$ cat src/rtl/serial_pkg.sv
// Shared state encodings, default parameters and counter sizing helper for the
// serial transmitter.
package serial_pkg;

    localparam int SERIAL_DATA_W = 8;
    localparam int SERIAL_CLKDIV = 4;

    typedef logic [2:0] state_t;

    localparam logic [2:0] ST_IDLE   = 3'd0;
    localparam logic [2:0] ST_START  = 3'd1;
    localparam logic [2:0] ST_DATA   = 3'd2;
    localparam logic [2:0] ST_PARITY = 3'd3;
    localparam logic [2:0] ST_STOP   = 3'd4;

    // Width of a counter that must hold 0..n-1; never narrower than one bit.
    function automatic int cnt_w(input int n);
        return (n <= 2) ? 1 : $clog2(n);
    endfunction

endpackage

$ cat src/rtl/serial_baud_cnt.sv
// Bit-period divider: counts 0..CLKDIV-1 while enabled and pulses bit_end on the last count.
// Zero latency on bit_end; no backpressure, clr has priority over en.
module serial_baud_cnt
    import serial_pkg::*;
#(
    parameter int CLKDIV = SERIAL_CLKDIV
) (
    input  logic aclk,
    input  logic arstn,
    input  logic en,
    input  logic clr,
    output logic bit_end
);

    localparam int CW = cnt_w(CLKDIV);

    logic [CW-1:0] count;

    assign bit_end = en && (count == CW'(CLKDIV - 1));

    // With CLKDIV=1 bit_end fires on every enabled cycle, so count never leaves 0.
    always_ff @(posedge aclk or negedge arstn) begin
        if (!arstn) begin
            count <= '0;
        end else if (clr || bit_end) begin
            count <= '0;
        end else if (en) begin
            count <= count + CW'(1);
        end
    end

endmodule

$ cat src/rtl/serial_tx.sv
// Parallel-to-serial frame transmitter: start, DATA_W bits LSB first, optional even parity
// (SERIAL_TX_PARITY_EN), stop; first start-bit cycle follows the handshake, in_ready low while a frame runs.
module serial_tx
    import serial_pkg::*;
#(
    parameter int DATA_W = SERIAL_DATA_W,
    parameter int CLKDIV = SERIAL_CLKDIV
) (
    input  logic              aclk,
    input  logic              arstn,
    input  logic              in_valid,
    output logic              in_ready,
    input  logic [DATA_W-1:0] in_data,
    output logic              txd,
    output logic              busy
);

    localparam int BW = cnt_w(DATA_W);

    state_t            state;
    logic [DATA_W-1:0] shreg;
    logic [DATA_W-1:0] shreg_nxt;
    logic [BW-1:0]     bitcnt;
    logic              bit_end;
    logic              cnt_en;
`ifdef SERIAL_TX_PARITY_EN
    logic              par;
`endif

    assign in_ready  = (state == ST_IDLE);
    assign busy      = !in_ready;
    assign cnt_en    = (state != ST_IDLE);
    assign shreg_nxt = shreg >> 1;

    serial_baud_cnt #(
        .CLKDIV (CLKDIV)
    ) u_baud (
        .aclk    (aclk),
        .arstn   (arstn),
        .en      (cnt_en),
        .clr     (!cnt_en),
        .bit_end (bit_end)
    );

    always_ff @(posedge aclk or negedge arstn) begin
        if (!arstn) begin
            state  <= ST_IDLE;
            txd    <= 1'b1;
            shreg  <= '0;
            bitcnt <= '0;
`ifdef SERIAL_TX_PARITY_EN
            par    <= 1'b0;
`endif
        end else begin
            case (state)
                ST_IDLE: begin
                    txd <= 1'b1;
                    if (in_valid) begin
                        shreg <= in_data;
`ifdef SERIAL_TX_PARITY_EN
                        par   <= ^in_data;
`endif
                        state <= ST_START;
                        txd   <= 1'b0;
                    end
                end
                ST_START: begin
                    if (bit_end) begin
                        state  <= ST_DATA;
                        txd    <= shreg[0];
                        bitcnt <= '0;
                    end
                end
                ST_DATA: begin
                    // txd is registered, so it takes the bit that lands in shreg[0] after this shift.
                    if (bit_end) begin
                        shreg <= shreg_nxt;
                        if (bitcnt == BW'(DATA_W - 1)) begin
`ifdef SERIAL_TX_PARITY_EN
                            state <= ST_PARITY;
                            txd   <= par;
`else
                            state <= ST_STOP;
                            txd   <= 1'b1;
`endif
                        end else begin
                            bitcnt <= bitcnt + BW'(1);
                            txd    <= shreg_nxt[0];
                        end
                    end
                end
`ifdef SERIAL_TX_PARITY_EN
                ST_PARITY: begin
                    if (bit_end) begin
                        state <= ST_STOP;
                        txd   <= 1'b1;
                    end
                end
`endif
                ST_STOP: begin
                    if (bit_end) begin
                        state <= ST_IDLE;
                        txd   <= 1'b1;
                    end
                end
                default: begin
                    state <= ST_IDLE;
                    txd   <= 1'b1;
                end
            endcase
        end
    end

endmodule

$ cat config.mk
export PLATFORM = sky130hd
export DESIGN_NAME = serial_tx
export DESIGN_NICKNAME = d
export VERILOG_FILES = /design/src/rtl/serial_pkg.sv /design/src/rtl/serial_baud_cnt.sv /design/src/rtl/serial_tx.sv
export SDC_FILE = /design/constraint.sdc
export NUM_CORES = 1
export LEC_CHECK = 0
export ABC_AREA = 1
export CAP_MARGIN = 20
export CORE_MARGIN = 5
export CORE_UTILIZATION = 52
export DETAILED_ROUTE_END_ITERATION = 8
export HOLD_SLACK_MARGIN = 0.15
export PLACE_DENSITY = 0.77
export SYNTH_ARGS = -nofsm -noshare
export SYNTH_HDL_FRONTEND = slang
export SYNTH_SLANG_ARGS = --single-unit
$ cat constraint.sdc
create_clock -name aclk -period 1.42 [get_ports aclk]
set_input_delay 0.142 -clock aclk [delete_from_list [all_inputs] [get_ports aclk]]
set_output_delay 0.142 -clock aclk [all_outputs]
set_load 0.02 [all_outputs]
==> results_dict.tcl <==
set metrics [dict create \
    share_of_final_layout_standard_cells_stronger_than_drive_strength_1 0.322 \
    chipHeight_um 53.5 \
    fin_util 0.723 \
    die_w_um 53.5 \
    synth_sequential_area_ratio 0.434 \
    post-place-cells 163 \
    netlist.top_cell.by_area "dfrtp_1" \
    yosysTopAreaCellShare 0.407 \
    grt_pass1_wl_um 3480 \
    yosys_most_used_dff "dfrtp_1" \
    pre_cts_ws_ns 0.0161 \
    globalRouteOverflowTotal 0 \
    power-per-cell-area_nw_per_um2 1970 \
    timing.critical_path.slowest_stage_cell "dfrtp_1" \
    crit_path_max_fanout 6 \
    totalNegativeSetupSlack_ns 0 \
    worst_clock_skew_ns 0.00250 \
    synth_seq_cells 17 \
    yosys.area_share.adder 0.0382 \
    root_buffer "clkbuf_4" \
    critPathTopFamily "simple AND/OR/NAND/NOR gates" \
    layout.nets 158 \
    gr-usage-all-layers 0.170 \
    post-route-period-util 0.938 \
    worst-r2r-cell-count 7 \
    skew_pair_late_insertion_delay_ns 0.30 \
    number_of_antenna_repair_diodes 0 \
    cp-start-kind "flop" \
    cp_cell_sequence "buf_4 > nor3_2 > buf_4 > nand2_1 > nand3_1 > nand2_1 > nand2_1" \
    synthesis.instances 116 \
    post_dp_cell_area_um2 1210 \
    globalplace.congestion 0.782 \
    cpMostUsedCell "nand2_1" \
    initial_core_util 0.557 \
    fillers 150 \
    design_area_um2 1270 \
    synthesis.area_per_instance_um2 8.48 \
    totalWireLength_um 2000 \
    setup_violations 0 \
    synth_mux_area_frac 0 \
    detailedRoute.firstIterationViolations 22 \
    irDropWorstVdd_mv 1.40 \
    synthToLayoutAreaGrowth_pct 29.6 \
    share_of_synthesized_flip_flops_with_an_asynchronous_set_or_reset 1.00 \
    i_o_pins 14 \
    remaining_drc_errors 0 \
    synth-warning-count 0 \
    tritoncts "built" \
    status "finished, final reports clean" \
    grt_start_max_net_pins 18 \
    synth-edff-count 0 \
    path_clk_slew_ns 0.09 \
    timing.final.max_slew_violations 0 \
    via_per_inst 5.23 \
    final_period_minus_worst_setup_slack_ns 1.33 \
    total_power_mw 2.51 \
    post-route-worst-setup-slack_ns 0.0879 \
    final_antenna_net_count 0 \
    cts_num_sinks 17 \
    final-instance-count-excl-fill 168 \
    area_of_the_core_region_um2 1760 \
    clock_path_buffers 2 \
    p_leak_nw 0.651 \
    first_global_vias 827 \
    relSlewSlack 0.854 \
    synth.cell_area_um2 983 \
    port_buffers 13 \
    post_detailed_placement_half_perimeter_wirelength_um 1470 \
    design.die.area_um2 2860 \
    holdCritPathClass "input port to asynchronous set/reset pin" \
    timing.critical_path.buf_inv 2 \
    num_vias 879 \
    critical_path.max_stage_delay_ns 0.43 \
    required_ns 1.66 \
    synth.lib_cells_used.distinct 22 \
    main_combinational_cell_family_by_area_after_synthesis "simple AND/OR/NAND/NOR gates" \
    final_hold_viol_count 0 \
    worst_hold_slack_ns 0.162 \
    cts_hold_repair.buffers 0 \
    synth_xor_area_frac 0 \
    critPathKind "flop to flop" \
    row_count 15 \
    synth_top_cells_by_area "dfrtp_1 (41%), nand2_1 (13%), o21ai_2 (8.0%)" \
    worstMarginPinSlew_ns 0.219 \
    yosys.cell_count.top_type "nand2_1" \
    synth_top_cells_by_count "nand2_1 (33), dfrtp_1 (16), inv_1 (12), nand3_1 (10), o21ai_2 (9)" \
    yosys.area_share.simple 0.309 \
    max_freq_ghz 0.751 \
    timing.critical_path.depth 7 \
    h_tree_level_count 1 \
    drt_pre_antenna_iters 4 \
    synth_compound_area_frac 0.126 \
    number_of_antenna_violations_at_the_first_check_in_global_routing 0 \
    worst_ep_arrival_time_ns 1.57 \
    max-cap-violations 0 \
    synthesis.nets 130 \
    routedWlPerCell_um 11.9 \
    cts_made_buffers 3 \
    crit_path_end_kind "flop" \
]
-- state kept, by name (all words and copies together), names as in the netlist --
signal        flops
shreg             8
bitcnt            3
state             3
u_baud.count      2
txd               1
-- report_power, final --
| group | internal [mW] | leakage [nW] | switching [mW] |
|---|---|---|---|
| Sequential | 0.692 | 0.215 | 0.0884 |
| Clock | 0.110 | 0.0150 | 0.154 |
| Combinational | 0.601 | 0.421 | 0.865 |
-- worst register-to-register path, cell delays in order (launching register included) --
cell,delay [ns]
dfrtp_1,0.43
buf_4,0.18
nor3_2,0.22
buf_4,0.16
nand2_1,0.04
nand3_1,0.12
nand2_1,0.07
nand2_1,0.07
-- routing by layer --
layer	vias up	wire length, um	track usage
met3	9	118	0.0366
met1	405	832	0.200
met2	30	980	0.286
li1	435	-	-
met4	0	73	0.0894
met5	-	0	0
-- logic make-up after synthesis --
kind of cell               Yosys count
and+or+nand+nor                     60
AOI/OAI and AO/OA                   18
buffers and inverters               18
DFF                                 17
adders and majority gates            3
-- layout by cell type, fill, tap and decap left out, types with 2 or more instances in the layout --
cell	netlist	routed
dfrtp_1	16	16
nor2_4	1	2
nand3_1	10	8
nand2_4	3	2
o21ai_1	5	6
clkdlybuf4s50_1	0	10
nand2_2	4	4
clkbuf_4	0	3
o21ai_2	9	9
nand4_1	3	3
buf_4	0	10
nand2_1	33	33
ha_1	3	2
inv_2	4	5
inv_1	12	11
a21oi_1	2	2
-- final timing paths --
kind / start / slack (ns) / end
hold / removal: arstn / 0.16 / shreg[1]
max in group asynchronous: arstn / 1.01 / txd
hold reg to reg: u_baud.count[0] / 0.45 / u_baud.count[0]
min in group aclk: in_data[7] / 0.40 / shreg[7]
setup / recovery: state[2] / 0.09 / bitcnt[2]
setup reg to reg: state[2] / 0.09 / bitcnt[2]
-- final cells by class --
class / instances / area, um^2 / area share
clock buffer: 4 / 26.3 / 0.0206
inverter: 16 / 60.1 / 0.0471
multi-input combinational: 81 / 505 / 0.396
sequential: 17 / 427 / 0.335
tap: 25 / 31.3 / 0.0245
timing repair buffer: 25 / 225 / 0.177
-- repair_timing --
| action | in CTS | in global routing |
|---|---|---|
| buffers inserted | 1 | 0 |
| gates resized for setup | 7 | 11 |
| setup endpoints to repair | 4 | 14 |
| pin swaps | 1 | 2 |
Power figures use the tool's default switching activity.
